**src/rtl/key_event_controller.sv**
```systemverilog
// rtl/key_event_controller.sv - debounced key press/repeat/release events on a valid/ready stream
module key_event_controller #(
  parameter int NUM_KEYS     = 4,
  parameter int ACTIVE_LOW   = 1,
  parameter int SAMPLE_DIV   = 50000,
  parameter int STABLE_COUNT = 10,
  parameter int REPEAT_DELAY = 500,
  parameter int REPEAT_RATE  = 100,
  localparam int KEY_W       = (NUM_KEYS > 1) ? $clog2(NUM_KEYS) : 1
) (
  input  logic                clock,
  input  logic                resetn,
  input  logic [NUM_KEYS-1:0] keySync,
  output logic [NUM_KEYS-1:0] keyState,
  output logic                eventValid,
  input  logic                eventReady,
  output logic [KEY_W-1:0]    eventKey,
  output logic [1:0]          eventType,
  output logic                eventDropped
);
  localparam int DIV_W   = $clog2(SAMPLE_DIV);
  localparam int CNT_W   = (STABLE_COUNT > 1) ? $clog2(STABLE_COUNT) : 1;
  localparam int RPT_MAX = (REPEAT_DELAY > REPEAT_RATE) ? REPEAT_DELAY : REPEAT_RATE;
  localparam int RPT_W   = $clog2(RPT_MAX + 1);
  localparam logic [DIV_W-1:0] DIV_LAST = DIV_W'(SAMPLE_DIV - 1);
  localparam logic [CNT_W-1:0] CNT_LAST = CNT_W'(STABLE_COUNT - 1);
  localparam logic [RPT_W-1:0] RPT_DLY  = RPT_W'(REPEAT_DELAY);
  localparam logic [RPT_W-1:0] RPT_PER  = RPT_W'(REPEAT_RATE);
  localparam logic [1:0] T_PRESS   = 2'b01;
  localparam logic [1:0] T_REPEAT  = 2'b11;
  localparam logic [1:0] T_RELEASE = 2'b10;
  localparam logic AL = (ACTIVE_LOW != 0);

  logic [DIV_W-1:0]                div_q, div_d;
  logic                            tick;
  logic [NUM_KEYS-1:0]             raw;
  logic [NUM_KEYS-1:0]             state_q, state_d;
  logic [NUM_KEYS-1:0][CNT_W-1:0]  cnt_q, cnt_d;
  logic [NUM_KEYS-1:0][RPT_W-1:0]  rpt_q, rpt_d;
  logic [NUM_KEYS-1:0]             rep_q, rep_d;
  logic [NUM_KEYS-1:0]             ev_press, ev_rpt, ev_rel;
  logic [NUM_KEYS-1:0]             pend_p_q, pend_p_d, pend_r_q, pend_r_d, pend_l_q, pend_l_d;
  logic [NUM_KEYS-1:0]             pend_any, gp, gr, gl;
  logic                            valid_q, valid_d, drop_q, drop_d, load, gnt_any;
  logic [KEY_W-1:0]                key_q, key_d, ptr_q, ptr_d, gnt_idx, scan_idx;
  logic [1:0]                      type_q, type_d, gnt_type;
  int                              scan;

  always_comb begin
    raw      = keySync ^ {NUM_KEYS{AL}};
    tick     = (div_q == DIV_LAST);
    div_d    = tick ? '0 : div_q + 1'b1;
    state_d  = state_q;
    cnt_d    = cnt_q;
    rpt_d    = rpt_q;
    rep_d    = rep_q;
    ev_press = '0;
    ev_rpt   = '0;
    ev_rel   = '0;
    if (tick) begin
      for (int i = 0; i < NUM_KEYS; i++) begin
        if (raw[i] != state_q[i]) begin
          if (cnt_q[i] == CNT_LAST) begin
            state_d[i]  = raw[i];
            cnt_d[i]    = '0;
            rpt_d[i]    = '0;
            rep_d[i]    = 1'b0;
            ev_press[i] = raw[i];
            ev_rel[i]   = !raw[i];
          end else begin
            cnt_d[i] = cnt_q[i] + 1'b1;
          end
        end else begin
          cnt_d[i] = '0;
          // repeat timing only advances while the key is stably held, so a pending release never repeats
          if (state_q[i]) begin
            if (rpt_q[i] + 1'b1 == (rep_q[i] ? RPT_PER : RPT_DLY)) begin
              rpt_d[i]  = '0;
              rep_d[i]  = 1'b1;
              ev_rpt[i] = 1'b1;
            end else begin
              rpt_d[i] = rpt_q[i] + 1'b1;
            end
          end
        end
      end
    end
  end

  always_comb begin
    pend_any = pend_p_q | pend_r_q | pend_l_q;
    gnt_any  = 1'b0;
    gnt_idx  = '0;
    gnt_type = T_RELEASE;
    scan     = 0;
    scan_idx = '0;
    for (int k = 0; k < NUM_KEYS; k++) begin
      scan = int'(ptr_q) + 1 + k;
      if (scan >= NUM_KEYS) scan = scan - NUM_KEYS;
      scan_idx = KEY_W'(scan);
      if (!gnt_any && pend_any[scan_idx]) begin
        gnt_any  = 1'b1;
        gnt_idx  = scan_idx;
        gnt_type = pend_p_q[scan_idx] ? T_PRESS : (pend_r_q[scan_idx] ? T_REPEAT : T_RELEASE);
      end
    end
  end

  always_comb begin
    load = !valid_q || eventReady;
    gp   = '0;
    gr   = '0;
    gl   = '0;
    if (load && gnt_any) begin
      case (gnt_type)
        T_PRESS:  gp[gnt_idx] = 1'b1;
        T_REPEAT: gr[gnt_idx] = 1'b1;
        default:  gl[gnt_idx] = 1'b1;
      endcase
    end
    pend_p_d = (pend_p_q & ~gp) | ev_press;
    pend_r_d = ((pend_r_q & ~gr) | ev_rpt) & ~ev_rel;
    pend_l_d = (pend_l_q & ~gl) | ev_rel;
    drop_d   = |((ev_press & pend_p_q & ~gp) | (ev_rpt & pend_r_q & ~gr) | (ev_rel & pend_l_q & ~gl));
    valid_d  = valid_q;
    key_d    = key_q;
    type_d   = type_q;
    ptr_d    = ptr_q;
    if (load) begin
      valid_d = gnt_any;
      if (gnt_any) begin
        key_d  = gnt_idx;
        type_d = gnt_type;
        ptr_d  = gnt_idx;
      end
    end
  end

  always_ff @(posedge clock or negedge resetn) begin
    if (!resetn) begin
      div_q    <= '0;
      state_q  <= '0;
      cnt_q    <= '0;
      rpt_q    <= '0;
      rep_q    <= '0;
      pend_p_q <= '0;
      pend_r_q <= '0;
      pend_l_q <= '0;
      valid_q  <= 1'b0;
      key_q    <= '0;
      type_q   <= '0;
      drop_q   <= 1'b0;
      ptr_q    <= '0;
    end else begin
      div_q    <= div_d;
      state_q  <= state_d;
      cnt_q    <= cnt_d;
      rpt_q    <= rpt_d;
      rep_q    <= rep_d;
      pend_p_q <= pend_p_d;
      pend_r_q <= pend_r_d;
      pend_l_q <= pend_l_d;
      valid_q  <= valid_d;
      key_q    <= key_d;
      type_q   <= type_d;
      drop_q   <= drop_d;
      ptr_q    <= ptr_d;
    end
  end

  assign keyState     = state_q;
  assign eventValid   = valid_q;
  assign eventKey     = key_q;
  assign eventType    = type_q;
  assign eventDropped = drop_q;

endmodule

```
**config.mk**
```make
export PLATFORM = sky130hd
export DESIGN_NAME = key_event_controller
export DESIGN_NICKNAME = d
export VERILOG_FILES = /design/src/rtl/key_event_controller.sv
export SDC_FILE = /design/constraint.sdc
export NUM_CORES = 1
export LEC_CHECK = 0
export CAP_MARGIN = 20
export CORE_MARGIN = 10
export CORE_UTILIZATION = 30
export DETAILED_ROUTE_END_ITERATION = 6
export PLACE_DENSITY = 0.57
export SLEW_MARGIN = 25
export SYNTH_ARGS = -nofsm -noshare
export SYNTH_HDL_FRONTEND = slang
export SYNTH_SLANG_ARGS = --single-unit
```
**constraint.sdc**
```tcl
create_clock -name clock -period 5.5 [get_ports clock]
set_input_delay 1.1 -clock clock [delete_from_list [all_inputs] [get_ports clock]]
set_output_delay 1.1 -clock clock [all_outputs]
set_load 0.05 [all_outputs]
```
==> results.sh, run 1 <==
export IMPL_status="finished, final reports clean"
export IMPL_cts_made_buffers=9
export IMPL_post_route_period_util_pct=60.6
export IMPL_setup_tns_ps=0
export IMPL_clock_latency_ps=350
export IMPL_finClkSkew_ps=9.35
export IMPL_final_nets=695
export IMPL_num_rows=50
export IMPL_cp_required_ps=5700
export IMPL_critPathMaxStageDelay_ps=500
export IMPL_postRouteAntennaNets=0
export IMPL_cp_slowest_cell="a2111oi_0"
export IMPL_worstPathArrival_ps=3530
export IMPL_worstPathCellList="clkdlybuf4s50_1, ha_1, and4b_1, nand3b_1, or2_2, nor2_1, o21ai_0, o221ai_1, a2111oi_0, o2111ai_1"
export IMPL_cts_hold_buf=0
export IMPL_wl_per_cell_um=14.7
export IMPL_drc=0
export IMPL_ys_ff_latch=94
export IMPL_cts_htree_levels=3
export IMPL_start_util_pct=30.5
export IMPL_grt_pass1_wl_mm=22.8
export IMPL_cp_start_kind="input pin"
export IMPL_cts_buffer_depth=2
export IMPL_grt_max_degree=59
export IMPL_die_area_sq_um=24800
export IMPL_yosysWarnings=0
export IMPL_cts_clk_slew_worst_paths_ps=60
export IMPL_synth_avg_cell_area_sq_um=8.64
export IMPL_via_per_inst=5.29
export IMPL_syn_nets=682
export IMPL_tightest_slew_ps=779
export IMPL_ir_worst_vdd_mv=0.156
export IMPL_drv_cap=0
export IMPL_grt_pass1_vias=4552
export IMPL_cts_resized=0
export IMPL_cellPowerDensity_nw_per_um2=222
export IMPL_firstDrtPassIters=5
export IMPL_gr_total_overflow=0
export IMPL_relSlewSlack_pct=48.1
export IMPL_achievable_frequency_mhz=300
export IMPL_synth_top_area_share_pct=41.4
export IMPL_hold_ws_ps=452
export IMPL_rsz0062_at_grt="false"
export IMPL_cts_root_buf="clkbuf_16"
export IMPL_die_x_um=158
export IMPL_synth_edf_count=0
export IMPL_gp_congestion=0.862
export IMPL_cts_tree="done"
export IMPL_layout_cells_non_filler=910
export IMPL_postSynthCellCount=658
export IMPL_r2r_slack_ps=2240
export IMPL_dp_hpwl_mm=9.67
export IMPL_grtUsageTotal_pct=11.3
export IMPL_crit_fanout=7
export IMPL_antenna_found_initial=0
export IMPL_ioPinCount=17
export IMPL_synth_sequential_area_ratio_pct=41.4
export IMPL_dp_cells=894
export IMPL_synth_area_leaders="dfrtp_1 41%, o21ai_0 7.0%, nand2_1 5.4%"
export IMPL_cts_sinks=94
export IMPL_setup_viol=0
export IMPL_end_kind="flip-flop"
export IMPL_async_reset_ff_share_pct=100
export IMPL_layout_drive_gt1_share_pct=5.93
export IMPL_vias=4813
export IMPL_leakagePower_nw=2.71
export IMPL_worstHoldPathType="reg2reg"
export IMPL_routed_wl_mm=13.4
export IMPL_yosysUniqueCellTypes=74
export IMPL_synth_ff_type="dfrtp_1"
export IMPL_synth_area_sq_um=5680
export IMPL_hold_viol=0
export IMPL_drt_iter0_drc=251
export IMPL_period_minus_slack_ps=3340
export IMPL_yosys_area_top_type="dfrtp_1"
export IMPL_path_class="in2reg"
export IMPL_io_buffers=16
export IMPL_area_growth_pct=12.7
export IMPL_fp_dieH_um=158
export IMPL_core_area_sq_um=18600
export IMPL_slew_violations=0
export IMPL_post_cts_buffers=0
==> critical path, delay by kind of cell <==
kind            cells  cell delay, ps
simple gates        4             560
buf+inv             1             490
compound gates      4             980
fa+ha+maj           1             400
==> routing by layer <==
metal  part of all wire [%]  GRT usage, %  vias to the layer above
met5                      0             0                        -
met2                     45          17.2                       61
met4                    2.6          5.79                        0
met1                     49          15.2                     2287
met3                    2.8          1.47                       17
li1                       -             -                     2448
==> layout by cell type (no fill, tap or decap), drive strengths merged, types with 5 or more instances in the layout <==
cell,instances
a211oi,5
a21oi,21
a31oi,6
and2,12
and3,13
clkbuf,12
clkdlybuf4s50,15
dfrtp,94
ha,17
inv,24
mux2i,6
nand2,82
nand2b,11
nand3,31
nand4,14
nor2,57
nor2b,7
nor3,13
nor4,5
o21ai,80
o31ai,22
or2,10
or3,18
or4,5
xnor2,8
xor2,11
==> per-stage QoR <==
stage	setup slack, ps	utilization (%)	power, mW	area (sq um)
after floorplan	2640	-	0.738	5680
after global placement	1890	32.7	0.765	6090
after detailed placement	1800	32.7	0.765	6090
after CTS	2180	34.4	1.44	6400
after global routing	1940	34.4	1.48	6400
final	2160	34.4	1.42	6410
==> cell families after synthesis <==
| kind of cell | count (synthesis) | synth area share (%) |
|---|---|---|
| AO/OA/AOI/OAI | 178 | 19.8 |
| XOR/XNOR | 19 | 2.93 |
| adder cells (fa/ha/maj) | 17 | 3.74 |
| buffers and inverters | 42 | 2.82 |
| flip-flops | 94 | 41.4 |
| multiplexers | 12 | 2.64 |
| AND/OR/NAND/NOR | 296 | 26.7 |
==> final cells by class <==
type | count | area (sq um)
Tap cell | 234 | 293
Inverter | 25 | 93.8
Antenna cell | 1 | 2.50
Fill cell | 1923 | 12200
Sequential cell | 94 | 2350
Multi-Input combinational cell | 522 | 3170
Clock buffer | 12 | 246
Timing Repair Buffer | 19 | 180
Clock inverter | 3 | 68.8
==> path summary, 6_finish.rpt <==
path                       cells past startpoint       start      endpoint
max in group asynchronous                      2      resetn   pend_r_q[1]
max                                           10  keySync[0]  eventDropped
min                                            1    div_q[0]      div_q[0]
max reg2reg                                    8    ptr_q[1]  eventDropped
min in group asynchronous                      1      resetn     rpt_q[20]
min reg2reg                                    1    div_q[0]      div_q[0]
==> Yosys cell counts, types with 5 or more instances <==
library cell	number
nor3_1	12
xor2_1	11
clkbuf_1	13
nor4_1	5
nand2_1	82
o21ai_0	79
inv_1	24
mux2i_1	6
xnor2_1	8
dfrtp_1	94
nor2_1	56
nand4_1	14
nand2b_1	11
or3_1	18
and3_1	13
or2_2	9
o31ai_1	22
and2_1	11
a21oi_1	21
nand3_1	30
a211oi_1	5
nor2b_1	7
a31oi_1	6
ha_1	17
or4_1	5
==> flip-flops by register name, indices dropped and copies added (netlist names) <==
register and count:
rpt_q 36, cnt_q 16, div_q 16, keyState 4, pend_l_q 4, pend_p_q 4, pend_r_q 4, rep_q 4
eventType 2, ptr_q 2, eventDropped 1, eventValid 1
==> report_power, final <==
group / internal (mW) / switching (mW) / total, mW
sequential: 0.697 / 0.00849 / 0.706
clock: 0.410 / 0.265 / 0.674
combinational: 0.0143 / 0.0304 / 0.0447
total: 1.12 / 0.303 / 1.42
Note: power is estimated with default switching activity, not from simulation.
==> inputs of run 2 (changes only) <==
--- a/config.mk
+++ b/config.mk
@@ -9,7 +9,7 @@
 export CORE_MARGIN = 10
 export CORE_UTILIZATION = 30
 export DETAILED_ROUTE_END_ITERATION = 6
-export PLACE_DENSITY = 0.57
+export PLACE_DENSITY = 0.58
 export SLEW_MARGIN = 25
 export SYNTH_ARGS = -nofsm -noshare
 export SYNTH_HDL_FRONTEND = slang
==> constraint.sdc (replaced) <==
create_clock -name clock -period 3.05 [get_ports clock]
set_input_delay 0.61 -clock clock [delete_from_list [all_inputs] [get_ports clock]]
set_output_delay 0.61 -clock clock [all_outputs]
set_load 0.05 [all_outputs]
==> results.sh, run 2 (synthesized netlist as in run 1, its figures left out) <==
export IMPL_status="finished, final reports clean"
export IMPL_final_nets=719
export IMPL_start_util_pct=30.5
export IMPL_busiest_layer="met2"
export IMPL_crit_fanout=8
export IMPL_wl_per_cell_um=14.8
export IMPL_routed_wl_mm=13.8
export IMPL_vias=4928
export IMPL_diodes=0
export IMPL_num_rows=50
export IMPL_clock_latency_ps=360
export IMPL_grtUsageTotal_pct=11.5
export IMPL_worstPathArrival_ps=3030
export IMPL_rsz0062_at_grt="false"
export IMPL_finalPower_mw=2.46
export IMPL_grt_pass1_vias=4748
export IMPL_postRouteAntennaNets=0
export IMPL_cp_start_kind="flip-flop"
export IMPL_cts_root_buf="clkbuf_16"
export IMPL_largest_reg_flops=36
export IMPL_post_cts_buffers=0
export IMPL_end_kind="flip-flop"
export IMPL_finClkSkew_ps=13.0
export IMPL_use_met2_pct=18.1
export IMPL_largestRegisters="rpt_q: 36 flops, cnt_q: 16 flops, div_q: 16 flops"
export IMPL_worstHoldPathType="in2async"
export IMPL_die_area_sq_um=24800
export IMPL_leakagePower_nw=2.81
export IMPL_cts_resized=0
export IMPL_setup_viol=0
export IMPL_gr_usage_met1_pct=15.4
export IMPL_layout_drive_gt1_share_pct=9.59
export IMPL_via_per_inst=5.28
export IMPL_io_buffers=16
export IMPL_fin_util_pct=35.3
export IMPL_tightest_slew_ps=667
export IMPL_period_minus_slack_ps=2840
export IMPL_cts_hold_buf=0
export IMPL_antenna_found_initial=0
export IMPL_area_growth_pct=15.7
export IMPL_cts_htree_levels=3
export IMPL_gr_total_overflow=0
export IMPL_cts_sinks=94
export IMPL_drc=0
export IMPL_achievable_frequency_mhz=352
export IMPL_setup_tns_ps=0
export IMPL_ioPinCount=17
export IMPL_gp_congestion=0.865
export IMPL_ir_worst_vdd_mv=0.271
export IMPL_fp_dieH_um=158
export IMPL_cts_clk_slew_worst_paths_ps=70
export IMPL_firstDrtPassIters=5
export IMPL_post_route_period_util_pct=93.1
export IMPL_core_area_sq_um=18600
export IMPL_cellPowerDensity_nw_per_um2=374
export IMPL_relSlewSlack_pct=55.5
export IMPL_dp_hpwl_mm=10.0
export IMPL_cts_buffer_depth=2
export IMPL_die_x_um=158
export IMPL_final_common_cell="dfrtp_1"
export IMPL_cts_tree="done"
export IMPL_regMostFlops="rpt_q"
export IMPL_final_cell_mix="94 x dfrtp_1, 82 x nand2_1, 79 x o21ai_0"
export IMPL_cts_made_buffers=9
export IMPL_grt_max_degree=71
export IMPL_slew_violations=0
export IMPL_drv_cap=0
export IMPL_drt_iter0_drc=339
export IMPL_grt_pass1_wl_mm=23.6
export IMPL_hold_viol=0
export IMPL_path_class="reg2reg"
export IMPL_cp_required_ps=3250
export IMPL_grtUsageMet3_pct=1.98
## run 2: through the flow
stage / hold slack [ps] / cell area, sq um / instances / setup slack [ps]
2_1_floorplan: 314 / 5680 / 658 / 189
3_3_place_gp: 441 / 6280 / 918 / 104
3_5_place_dp: 453 / 6280 / 918 / 31.6
4_1_cts: 433 / 6570 / 933 / 205
5_1_grt: 326 / 6570 / 933 / 3.05
6_report: 274 / 6570 / 933 / 211
## run 2: final timing paths
path                             startpoint            to  slack, ps  cells past startpoint
worst max-delay path            pend_l_q[1]  eventDropped        210                      8
worst min-delay path                 resetn      rpt_q[2]        270                      1
worst max register to register  pend_l_q[1]  eventDropped        210                      8
worst min register to register     div_q[0]      div_q[0]        460                      1
max in group asynchronous            resetn     rpt_q[12]       2090                      2
min in group clock                 div_q[0]      div_q[0]        460                      1
## run 2: routing by layer
layer  vias up  wire length, um  share of wire, %
met5         -                0                 0
met2        61             6190                45
met4         0              231               1.7
li1       2492                -                 -
met1      2361             6970                51
met3        14              377               2.7
## run 2: final cells by class
class | count | area, sq um
well taps | 234 | 293
repair buffers | 43 | 377
fillers | 1929 | 12100
clock inverters | 4 | 30.0
flip-flops and latches | 94 | 2350
inverters | 25 | 93.8
multi-input cells | 522 | 3170
clock buffers | 11 | 253
## run 2: power by group
part / switching (mW) / leakage (nW) / internal [mW]
clock network: 0.504 / 0.138 / 0.596
registers: 0.0154 / 1.19 / 1.26
logic: 0.0559 / 1.49 / 0.0306
## run 2: critical path, stage by stage (launching register included)
cell and delay [ps]:
dfrtp_1 400, or3_1 520, a32oi_1 240, o311ai_1 200
or2_1 320, nor2_1 180, o21ai_0 110, a2111oi_0 530
o2111ai_1 190
==> inputs of run 3 (changes only) <==
--- a/config.mk
+++ b/config.mk
@@ -6,8 +6,8 @@
 export NUM_CORES = 1
 export LEC_CHECK = 0
 export CAP_MARGIN = 20
-export CORE_MARGIN = 10
 export CORE_UTILIZATION = 30
+export CTS_BUF_LIST = sky130_fd_sc_hd__clkbuf_4 sky130_fd_sc_hd__clkbuf_8
 export DETAILED_ROUTE_END_ITERATION = 6
 export PLACE_DENSITY = 0.58
 export SLEW_MARGIN = 25
==> results.sh, run 3 (synthesized netlist as in run 1, its figures left out) <==
export IMPL_pre_cts_slack_ps=-13.6
export IMPL_cp_slowest_cell="o21ai_1"
export IMPL_path_class="reg2reg"
export IMPL_core_area_sq_um=18300
export IMPL_achievable_frequency_mhz=356
export IMPL_fp_dieH_um=140
export IMPL_end_kind="flip-flop"
export IMPL_tightest_slew_ps=667
export IMPL_gr_total_overflow=0
export IMPL_grt_pass1_wl_mm=23.4
export IMPL_fin_util_pct=35.4
export IMPL_grt_max_degree=40
export IMPL_io_buffers=16
export IMPL_r2r_start="rpt_q[0]"
export IMPL_final_nets=720
export IMPL_hold_viol=0
export IMPL_worstHoldPathType="in2async"
export IMPL_ioPinCount=17
export IMPL_die_area_sq_um=19500
export IMPL_reg2reg_to="rpt_q[6]"
export IMPL_setup_viol=0
export IMPL_path_buf_inv=0
export IMPL_period_minus_slack_ps=2810
export IMPL_diodes=0
export IMPL_cp_start_kind="flip-flop"
export IMPL_critPathTopFamily="compound AO/OA/AOI/OAI gates"
export IMPL_dp_cells=914
export IMPL_start_util_pct=31.1
export IMPL_regMostFlops="rpt_q"
export IMPL_grtUsageTotal_pct=14.7
export IMPL_relSlewSlack_pct=55.2
export IMPL_setup_tns_ps=0
export IMPL_area_growth_pct=13.7
export IMPL_switching_share_pct=25.1
export IMPL_nFillCells=1882
export IMPL_die_x_um=140
export IMPL_finalPower_mw=2.14
export IMPL_layout_cells_non_filler=930
export IMPL_largest_reg_flops=36
export IMPL_finClkSkew_ps=11.5
export IMPL_status="finished, final reports clean"
export IMPL_drc=0
export IMPL_postRouteAntennaNets=0
export IMPL_rsz0062_at_grt="false"
export IMPL_worstPathArrival_ps=3060
export IMPL_cts_tree="done"
export IMPL_layout_drive_gt1_share_pct=9.84
export IMPL_cp_required_ps=3300
export IMPL_power_frac_comb_pct=4.1
export IMPL_worst_slack_ps=244
export IMPL_antenna_found_initial=1
export IMPL_grt_pass1_vias=4829
export IMPL_cts_buffer_depth=2
export IMPL_largestRegisters="rpt_q: 36 flops, cnt_q: 16 flops, div_q: 16 flops"
export IMPL_p_sw_uw=537
export IMPL_power_frac_clock_pct=36.5
export IMPL_cellPowerDensity_nw_per_um2=332
export IMPL_cts_htree_levels=3
export IMPL_internal_power_mw=1.60
export IMPL_num_rows=49
export IMPL_crit_fanout=9
export IMPL_power_frac_seq_pct=59.4
export IMPL_r2r_slack_ps=240
export IMPL_critPathMaxStageDelay_ps=550
export IMPL_cts_clk_slew_worst_paths_ps=100
export IMPL_vias=4945
export IMPL_via_per_inst=5.32
export IMPL_drv_cap=0
export IMPL_worstPathCellList="ha_1, nand4_1, or3_1, a211o_1, mux2_2, o21ai_1, a21oi_1, o21ai_0, o31ai_1"
export IMPL_clock_latency_ps=390
export IMPL_wl_per_cell_um=14.5
export IMPL_drt_iter0_drc=302
export IMPL_ir_worst_vdd_mv=0.194
export IMPL_cts_sinks=94
export IMPL_final_common_cell="dfrtp_1"
export IMPL_routed_wl_mm=13.5
export IMPL_slew_violations=0
export IMPL_gp_congestion=0.934
export IMPL_dp_hpwl_mm=9.76
export IMPL_final_cell_mix="93 x dfrtp_1, 82 x nand2_1, 79 x o21ai_0"
export IMPL_post_route_period_util_pct=92.0
export IMPL_leakagePower_nw=2.77
export IMPL_reg2regPathDepth=9
export IMPL_firstDrtPassIters=6
export IMPL_cts_root_buf="clkbuf_8"
export IMPL_cts_made_buffers=9
run 3: cell types whose count changed in the layout (fill, tap and decap cells not counted):
cell       before  now
clkbuf_8        2   10
dfrtp_2         0    1
o21ai_2         1    0
buf_4          26   28
clkinv_2        1    4
clkbuf_16       9    0
o21ai_1         0    1
clkinv_4        1    0
dfrtp_1        94   93
buf_6           1    0
run 3: repair_timing:
item                                    4_1_cts  5_1_grt
hold buffers                                  0        0
setup buffers                                 0        0
endpoints found under the setup margin        0        1
resized for setup                             0        1
hold endpoints to repair                      0        0
run 3: worst max path at each step:
stage / from / to / slack [ps] / cells past startpoint
after floorplan: ptr_q[1] / eventDropped / 190 / 9
after global placement: keySync[0] / eventDropped / 40 / 10
after detailed placement: keySync[0] / eventDropped / -10 / 10
after CTS: ptr_q[1] / eventDropped / 200 / 9
after global routing: div_q[0] / eventDropped / 6 / 9
final: rpt_q[0] / rpt_q[6] / 240 / 9
run 3: layer usage:
metal | GRT usage (%) | routed length, um
met3 | 3.58 | 504
met4 | 4.51 | 257
met2 | 23.9 | 6150
met1 | 19.3 | 6550
met5 | 0 | 0
run 3: final cells by class:
type / count / area, sq um / area share, %
timing repair buffer: 44 / 380 / 5.89
tap: 229 / 287 / 4.44
inverter: 25 / 93.8 / 1.45
clock inverter: 6 / 36.3 / 0.562
clock buffer: 10 / 138 / 2.13
multi-input combinational: 522 / 3170 / 49.1
sequential: 94 / 2350 / 36.4
run 3: worst register-to-register path: cells and delay by family, from the launching register on:
family | cells | cell delay [ps]
multiplexers | 1 | 290
AO/OA/AOI/OAI | 5 | 1190
AND/OR/NAND/NOR | 2 | 530
adder cells (fa/ha/maj) | 1 | 260
flip-flops | 1 | 400
run 3: stage by stage:
stage | instance area, sq um | hold slack [ps]
after floorplan | 5680 | 314
after global placement | 6280 | 444
after detailed placement | 6280 | 446
after CTS | 6460 | 206
after global routing | 6460 | 215
final | 6460 | 180
run 3: power by group through the flow:
stage / registers, mW / logic (mW) / clock network (mW)
2_1_floorplan: 1.29 / 0.0399 / 0
3_3_place_gp: 1.30 / 0.0910 / 0
3_5_place_dp: 1.30 / 0.0916 / 0
4_1_cts: 1.27 / 0.0917 / 0.813
5_1_grt: 1.27 / 0.103 / 0.857
6_report: 1.27 / 0.0881 / 0.782
